--- config.mk ---
export PLATFORM = sky130hd
export DESIGN_NAME = sdp_data_ram
export DESIGN_NICKNAME = d
export VERILOG_FILES = /design/src/rtl/sdp_data_ram.sv
export SDC_FILE = /design/constraint.sdc
export NUM_CORES = 2
export LEC_CHECK = 0
export CORE_AREA = 2 2 405 407
export CTS_BUF_LIST = sky130_fd_sc_hd__clkbuf_16
export DETAILED_ROUTE_END_ITERATION = 10
export DIE_AREA = 0 0 407 409
export HOLD_SLACK_MARGIN = 0.12
export PLACE_DENSITY_LB_ADDON = 0.25
export SLEW_MARGIN = 25
export SYNTH_ARGS = -nofsm -noshare
export SYNTH_HDL_FRONTEND = slang
export SYNTH_SLANG_ARGS = --single-unit
--- constraint.sdc ---
create_clock -name clk_i -period 7.1 [get_ports clk_i]
set_input_delay 1.42 -clock clk_i [delete_from_list [all_inputs] [get_ports clk_i]]
set_output_delay 1.42 -clock clk_i [all_outputs]
set_load 0.01 [all_outputs]
--- src/rtl/sdp_data_ram.sv ---
`default_nettype none
// +------------------------------------------------------------------------+
// | Module   : sdp_data_ram                                                |
// | Purpose  : Single-clock simple dual-port data RAM with per-byte write  |
// |            enables, optional output register, write-first collision   |
// |            forwarding and a hardware clear sweep gated by ready_o.     |
// | Ports    : clk_i, rst_ni      - clock, async active-low reset          |
// |            clr_i              - pulse: start a clear sweep (ready only)|
// |            ready_o            - 1 = array usable, 0 = sweep running    |
// |            wr_en_i/wr_addr_i/wr_data_i/wr_be_i - write port           |
// |            rd_en_i/rd_addr_i  - read request                          |
// |            rd_data_o/rd_valid_o - read result and its one-cycle strobe|
// | Revision : 1.0 - initial release                                       |
// +------------------------------------------------------------------------+
module sdp_data_ram #(
  parameter int                    DATA_WIDTH     = 8,
  parameter int                    ADDR_WIDTH     = 8,
  parameter int                    OUT_REG        = 0,
  parameter int                    CLEAR_ON_RESET = 1,
  parameter logic [DATA_WIDTH-1:0] CLEAR_VALUE    = '0
) (
  input  logic                    clk_i,
  input  logic                    rst_ni,
  input  logic                    clr_i,
  output logic                    ready_o,
  input  logic                    wr_en_i,
  input  logic [ADDR_WIDTH-1:0]   wr_addr_i,
  input  logic [DATA_WIDTH-1:0]   wr_data_i,
  input  logic [DATA_WIDTH/8-1:0] wr_be_i,
  input  logic                    rd_en_i,
  input  logic [ADDR_WIDTH-1:0]   rd_addr_i,
  output logic [DATA_WIDTH-1:0]   rd_data_o,
  output logic                    rd_valid_o
);

  localparam int                    c_DEPTH   = 2 ** ADDR_WIDTH;
  localparam int                    c_NB      = DATA_WIDTH / 8;
  localparam logic [ADDR_WIDTH-1:0] c_CNT_MAX = '1;

  localparam logic [0:0] c_S_CLEAR = 1'b0;
  localparam logic [0:0] c_S_RUN   = 1'b1;
  localparam logic [0:0] c_S_RESET = (CLEAR_ON_RESET != 0) ? c_S_CLEAR : c_S_RUN;

  logic [0:0]            state_q, state_d;
  logic [ADDR_WIDTH-1:0] cnt_q, cnt_d;
  logic                  ready_q, ready_d;
  logic                  w_sweep;

  logic [DATA_WIDTH-1:0] mem_q [c_DEPTH];

  logic                  w_wr_go, w_rd_go, w_fwd;
  logic [ADDR_WIDTH-1:0] w_mem_addr;
  logic [DATA_WIDTH-1:0] w_mem_data;
  logic [c_NB-1:0]       w_mem_be;
  logic [DATA_WIDTH-1:0] w_rd_word;

  logic                  s1_valid_q;
  logic [DATA_WIDTH-1:0] s1_data_q;

  // ---------------------------------------------------------------- FSM
  always_ff @(posedge clk_i or negedge rst_ni) begin
    if (!rst_ni) begin
      state_q <= c_S_RESET;
      cnt_q   <= '0;
      ready_q <= 1'b0;
    end else begin
      state_q <= state_d;
      cnt_q   <= cnt_d;
      ready_q <= ready_d;
    end
  end

  always_comb begin
    state_d = state_q;
    case (state_q)
      c_S_CLEAR: if (cnt_q == c_CNT_MAX) state_d = c_S_RUN;
      default:   if (ready_q && clr_i)   state_d = c_S_CLEAR;
    endcase
  end

  // ready is registered from the next state so it rises the cycle after the
  // last sweep write and falls the cycle after an accepted clr.
  always_comb begin
    w_sweep = (state_q == c_S_CLEAR);
    cnt_d   = w_sweep ? (cnt_q + ADDR_WIDTH'(1)) : '0;
    ready_d = (state_d == c_S_RUN);
  end

  assign ready_o = ready_q;

  // -------------------------------------------------------- write path
  assign w_wr_go = ready_q && wr_en_i;
  assign w_rd_go = ready_q && rd_en_i;

  always_comb begin
    if (w_sweep) begin
      w_mem_addr = cnt_q;
      w_mem_data = CLEAR_VALUE;
      w_mem_be   = '1;
    end else begin
      w_mem_addr = wr_addr_i;
      w_mem_data = wr_data_i;
      w_mem_be   = w_wr_go ? wr_be_i : '0;
    end
  end

  always_ff @(posedge clk_i) begin
    for (int i = 0; i < c_NB; i++) begin
      if (w_mem_be[i]) mem_q[w_mem_addr][8*i +: 8] <= w_mem_data[8*i +: 8];
    end
  end

  // --------------------------------------------------------- read path
  // Write-first: lanes being written this cycle to the same address return
  // the incoming data, the remaining lanes return the stored bytes.
  assign w_fwd = w_wr_go && (wr_addr_i == rd_addr_i);

  always_comb begin
    w_rd_word = mem_q[rd_addr_i];
    for (int i = 0; i < c_NB; i++) begin
      if (w_fwd && wr_be_i[i]) w_rd_word[8*i +: 8] = wr_data_i[8*i +: 8];
    end
  end

  always_ff @(posedge clk_i or negedge rst_ni) begin
    if (!rst_ni) begin
      s1_valid_q <= 1'b0;
      s1_data_q  <= '0;
    end else begin
      s1_valid_q <= w_rd_go;
      if (w_rd_go) s1_data_q <= w_rd_word;
    end
  end

  generate
    if (OUT_REG != 0) begin : g_out_reg
      logic                  out_valid_q;
      logic [DATA_WIDTH-1:0] out_data_q;

      always_ff @(posedge clk_i or negedge rst_ni) begin
        if (!rst_ni) begin
          out_valid_q <= 1'b0;
          out_data_q  <= '0;
        end else begin
          out_valid_q <= s1_valid_q;
          if (s1_valid_q) out_data_q <= s1_data_q;
        end
      end

      assign rd_data_o  = out_data_q;
      assign rd_valid_o = out_valid_q;
    end else begin : g_no_out_reg
      assign rd_data_o  = s1_data_q;
      assign rd_valid_o = s1_valid_q;
    end
  endgenerate

endmodule
`default_nettype wire

Word-level counts from Yosys, hierarchy flattened
Memories as Yosys holds them, arrays and structs flattened. A register that Yosys moved wholly into a read port is not among the register bits. Index checks and enable logic that the tools add are counted.

Register bits: 10. RAM bits: 2048. Input port bits: 30. Output and inout port bits: 10. Logic and storage cells: 20. Memories: 1.

$add $sub $neg: 1. Eq/ne operators: 1. Multiplexer cells: 10. Reductions and logical operators: 4.

Memory list: mem_q (depth 256, bits a word 8, rd ports 1, clocked after Yosys merged registers in 1, wr ports 1, line 49) `logic [DATA_WIDTH-1:0] mem_q [c_DEPTH];`.

Operators by type and width (count): 2-to-1 mux 8 bit (3); adder 8 x 1 -> 8 bit, second input constant (1); == test 8 bit, second input constant (1); 2-to-1 mux 1 bit (7); logical AND 1 bit (3); logical NOT 1 bit (1).

Longest topological paths before layout
Word-level depth: 5. Mapped depth: 13. Depth with buffers taken out: 7.

Worst setup path after synthesis
Ideal clock, no wire load.

Kind: reg2reg. Start: register, netlist name ready_o. End: memory mem_q[0][3] (data pin). Setup time: 0.867 ns. Arrival: 4.829 ns. Required time: 6.233 ns. Setup slack: 1.404 ns. Cell stages (with the launch flop): 7. Path buffers: 5. Period minus slack after synthesis: 5.696 ns. Cell sequence: dfrtp_1 buf_2 buf_2 buf_2 clkbuf_1 clkbuf_1 and2_1.

RTL lines (line): to (decl) (49).

Final worst setup path
Start: register ready_q (netlist: ready_o). End: memory mem_q[182][5] (enable).

Longest elaborated chain between the ends: 5. Elaborated cells between the ends (all ways): 6. Classes of those cells: mux (5); reduce/logical (1).

RTL lines: from (decl) (line 46) `logic ready_q, ready_d;`; from (signal assigned) (line 69) `ready_q <= ready_d;`; logical AND 1 bit (line 92) `assign w_wr_go = ready_q && wr_en_i;`; 2-to-1 mux 1 bit (line 103) `w_mem_be = w_wr_go ? wr_be_i : '0;`; 2-to-1 mux 1 bit (line 96) `if (w_sweep) begin`; 2-to-1 mux 1 bit (line 109) `if (w_mem_be[i]) mem_q[w_mem_addr][8*i +: 8] <= w_mem_data[8*i +: 8];`; 2-to-1 mux 1 bit (implied by the code) (line 109).

Parallel ways exist; a longest one is shown, timed or not.

==> metrics.txt <==
status=complete, no violations; postcts setup bufs=0; commonest non-fill, non-tap cells in the layout=2048 x edfxtp_1, 512 x mux4_2, 315 x nor2_1, 198 x clkbuf_16, 99 x nand2_1; pwr dens=287 nW/µm²; TritonRoute pass-1 iters=6; M2 GR Usage=36.3%; Yosys reg bits=2066; Post-Syn Instances=3796; cts hold-fix bufs=0; die height=409 µm; syn nets=3827; Final setup viols=0; post-layout minimum cycle time=4.59 ns; Placement Setup Slack=1.86 ns; Hold Crit Class=flop to flop; most used cell along the critical path=nor2_1; DR iter-0 viols=5150; Worst-Skew Late Latency=0.86 ns; WL/cell=32.3 µm; Final Instance Area=89400 µm²; CTS tree=built; Fin Setup TNS=0 ns; FF+latch area=62000 µm²; final setup skew=0.0636 ns; RR Endpoint=mem_q[182][5]; CTS H-tree lvls=4; Post-synth EDFFs=2048; M1 GR Usage=36.3%; Avg Inst Size Synth=21.2 µm²; fin. max-slew vios=0; final worst slack=2.51 ns; DIE WIDTH=407 µm; detailed placement HPWL=120 mm; largest net degree at the start of global routing=163; peak supply drop=0.000242 V; post-synth top area share=76.4%; CTS resizes=0; fmax=0.218 GHz; Overall Global Routing Usage=24.3%; final worst-path cycle share=64.6%; largest cells by area after synthesis=edfxtp_1 76%, mux4_2 14%, nor2_1 1.5%, mux2i_1 1.1%, a22oi_1 0.69%; net switching power=5990 µW; Async S/R FF share, synth=0.871%; internal power=19700 µW; CTS root buffer=clkbuf_16; Worst Hold Launch=cnt_q[0]; # diodes=0; Hold Vio Cnt, Final=0; Clock power frac=39.9%; CP Launch Type=flop; Core Area=162000 µm²; worst r2r src=ready_o; multi-input logic area=17400 µm²; die area=166000 µm²; Crit. End Element=flop; worst-margin pin slew=1.11 ns; Min-Delay Endpoint=cnt_q[0]; Congestion Overflow GR=0; WP data required=7.53 ns; DRT antenna net count=0; placer congestion estimate=0.898; Slowest cell on crit path=nor2_1; Area after DPL=83100 µm²; R2R setup slack=2.51 ns; Fillers=12000; commonest non-fill, non-tap cell in the layout=edfxtp_1; synthesized cell area=80500 µm²; slowest stage delay, CP=1.01 ns; Seq pwr share=52.8%; CP arrival=5.02 ns; area leader, netlist=edfxtp_1; vias per std cell=6.30; RSZ-0062 raised after global routing=no; vias in the first global route=39100; Num CTS Buffers=197; busiest grt layer=met2; clk slew on worst S/H paths=0.07 ns; Synth Warn #=0; CP Class=flop to flop; nets=3906; Logic pwr share=7.3%; area delta synth->final=11.0%; initial antenna violation count=4; Synth Flop Type=edfxtp_1; clk sink count=2066; clock buffer depth=3; Starting Density=49.7%; Critical Path, Cell by Cell=buf_4 > mux2_2 > nor2_1 > nand3_2 > nor2_1; LEAKAGE=0.0281 µW; Max Cap Viol=0; drt drc=0; port bufs=39; routed vias=39100; Hold Path Depth=1; share of cells above drive strength 1=22.6%; sequential share of the synthesized area=76.9%; met3 Track Usage GR=5.51%; global-route wire length before repair=288 mm; crit-path max FO=27; Rows=148; total routed wirelength=200 mm; Switching Fraction=23.3%; I/O pin count=40; Synth cell types=55; R2R depth=5; Slew headroom=25.7%
==> through the flow <==
| stage | std cells | hold slack (ns) | utilization (%) | power, µW |
|---|---|---|---|---|
| 3_3_place_gp | 5851 | 0.489 | 51.3 | 15600 |
| 6_report | 6209 | 0.511 | 55.2 | 25700 |
| 2_1_floorplan | 3796 | 0.445 | - | 14800 |
| 5_1_grt | 6209 | 0.531 | 55.2 | 26300 |
| 4_1_cts | 6209 | 0.494 | 55.2 | 25800 |
| 3_5_place_dp | 5851 | 0.489 | 51.3 | 15700 |
==> worst max-delay path: cells and delay by family (launching register included) <==
kind                   cells  cell delay, ns
AND/OR/NAND/NOR            3            2.49
flip-flops                 1            0.84
multiplexers               1            0.39
buffers and inverters      1            0.41
==> area by class of cell <==
type | count | area share [%]
inverters | 7 | 0.0294
clock buffers | 198 | 5.54
flip-flops and latches | 2066 | 69.3
repair buffers | 99 | 1.18
clock inverters | 160 | 1.53
well taps | 2175 | 3.04
multi-input cells | 1504 | 19.4
==> worst max-delay path by stage <==
| stage | startpoint | endpoint |
|---|---|---|
| floorplan | ready_o | mem_q[0][3] |
| finish | ready_o | mem_q[182][5] |
| detailed placement | wr_addr_i[3] | mem_q[246][4] |
| CTS | ready_o | mem_q[182][1] |
| global placement | wr_addr_i[4] | mem_q[196][2] |
| global route | ready_o | mem_q[233][4] |
==> synthesized netlist by cell type, types with 3 or more instances <==
| master | count |
|---|---|
| nand3b_1 | 4 |
| and3_1 | 17 |
| a221oi_1 | 7 |
| o22ai_1 | 86 |
| nor4_1 | 6 |
| clkbuf_1 | 70 |
| dfrtp_1 | 18 |
| mux2_2 | 25 |
| or4_1 | 3 |
| a21oi_1 | 39 |
| mux2i_1 | 89 |
| nor2_1 | 318 |
| nand3_1 | 36 |
| edfxtp_1 | 2048 |
| a311oi_1 | 10 |
| nor3_1 | 35 |
| o21ai_1 | 8 |
| nor3b_1 | 3 |
| buf_12 | 4 |
| o32ai_1 | 7 |
| or3_1 | 13 |
| buf_4 | 47 |
| and3b_1 | 4 |
| a31oi_1 | 9 |
| o21ai_0 | 14 |
| nand2_1 | 99 |
| mux4_2 | 512 |
| buf_1 | 10 |
| xnor2_1 | 12 |
| a22oi_1 | 74 |
| or2_2 | 3 |
| and2_1 | 14 |
| nor2b_1 | 12 |
| buf_2 | 67 |
| buf_6 | 18 |
| inv_1 | 7 |
| nand2b_1 | 17 |
| buf_8 | 3 |
| o21a_1 | 5 |
==> metal layers <==
metal,vias to the layer above,routed length [µm]
met5,-,0
met4,0,5210
met3,289,20200
met2,2074,92700
met1,20800,82200
li1,16000,-
==> cell families (layout without fill, tap and decap cells) <==
| logic type | after synthesis | count (layout) | synth area share [%] |
|---|---|---|---|
| buf+inv | 226 | 464 | 1.67 |
| flops | 2066 | 2066 | 76.9 |
| fa+ha+maj | 1 | 1 | 0.0155 |
| mux | 626 | 626 | 15.8 |
| compound gates | 274 | 274 | 2.28 |
| xor+xnor | 13 | 13 | 0.141 |
| simple gates | 590 | 590 | 3.21 |
==> power by group through the flow <==
| stage | Clock [µW] | Sequential, µW | Combinational [µW] |
|---|---|---|---|
| floorplan | 0 | 13800 | 1080 |
| global placement | 0 | 13800 | 1840 |
| detailed placement | 0 | 13800 | 1840 |
| CTS | 10400 | 13600 | 1850 |
| global route | 10800 | 13600 | 1940 |
| finish | 10300 | 13600 | 1880 |
==> registers in the layout (all words and copies together) (netlist names) <==
name	flops
cnt_q	8
mem_q	2048
rd_data_o	8
rd_valid_o	1
ready_o	1
(Power assumes the default switching activity.)
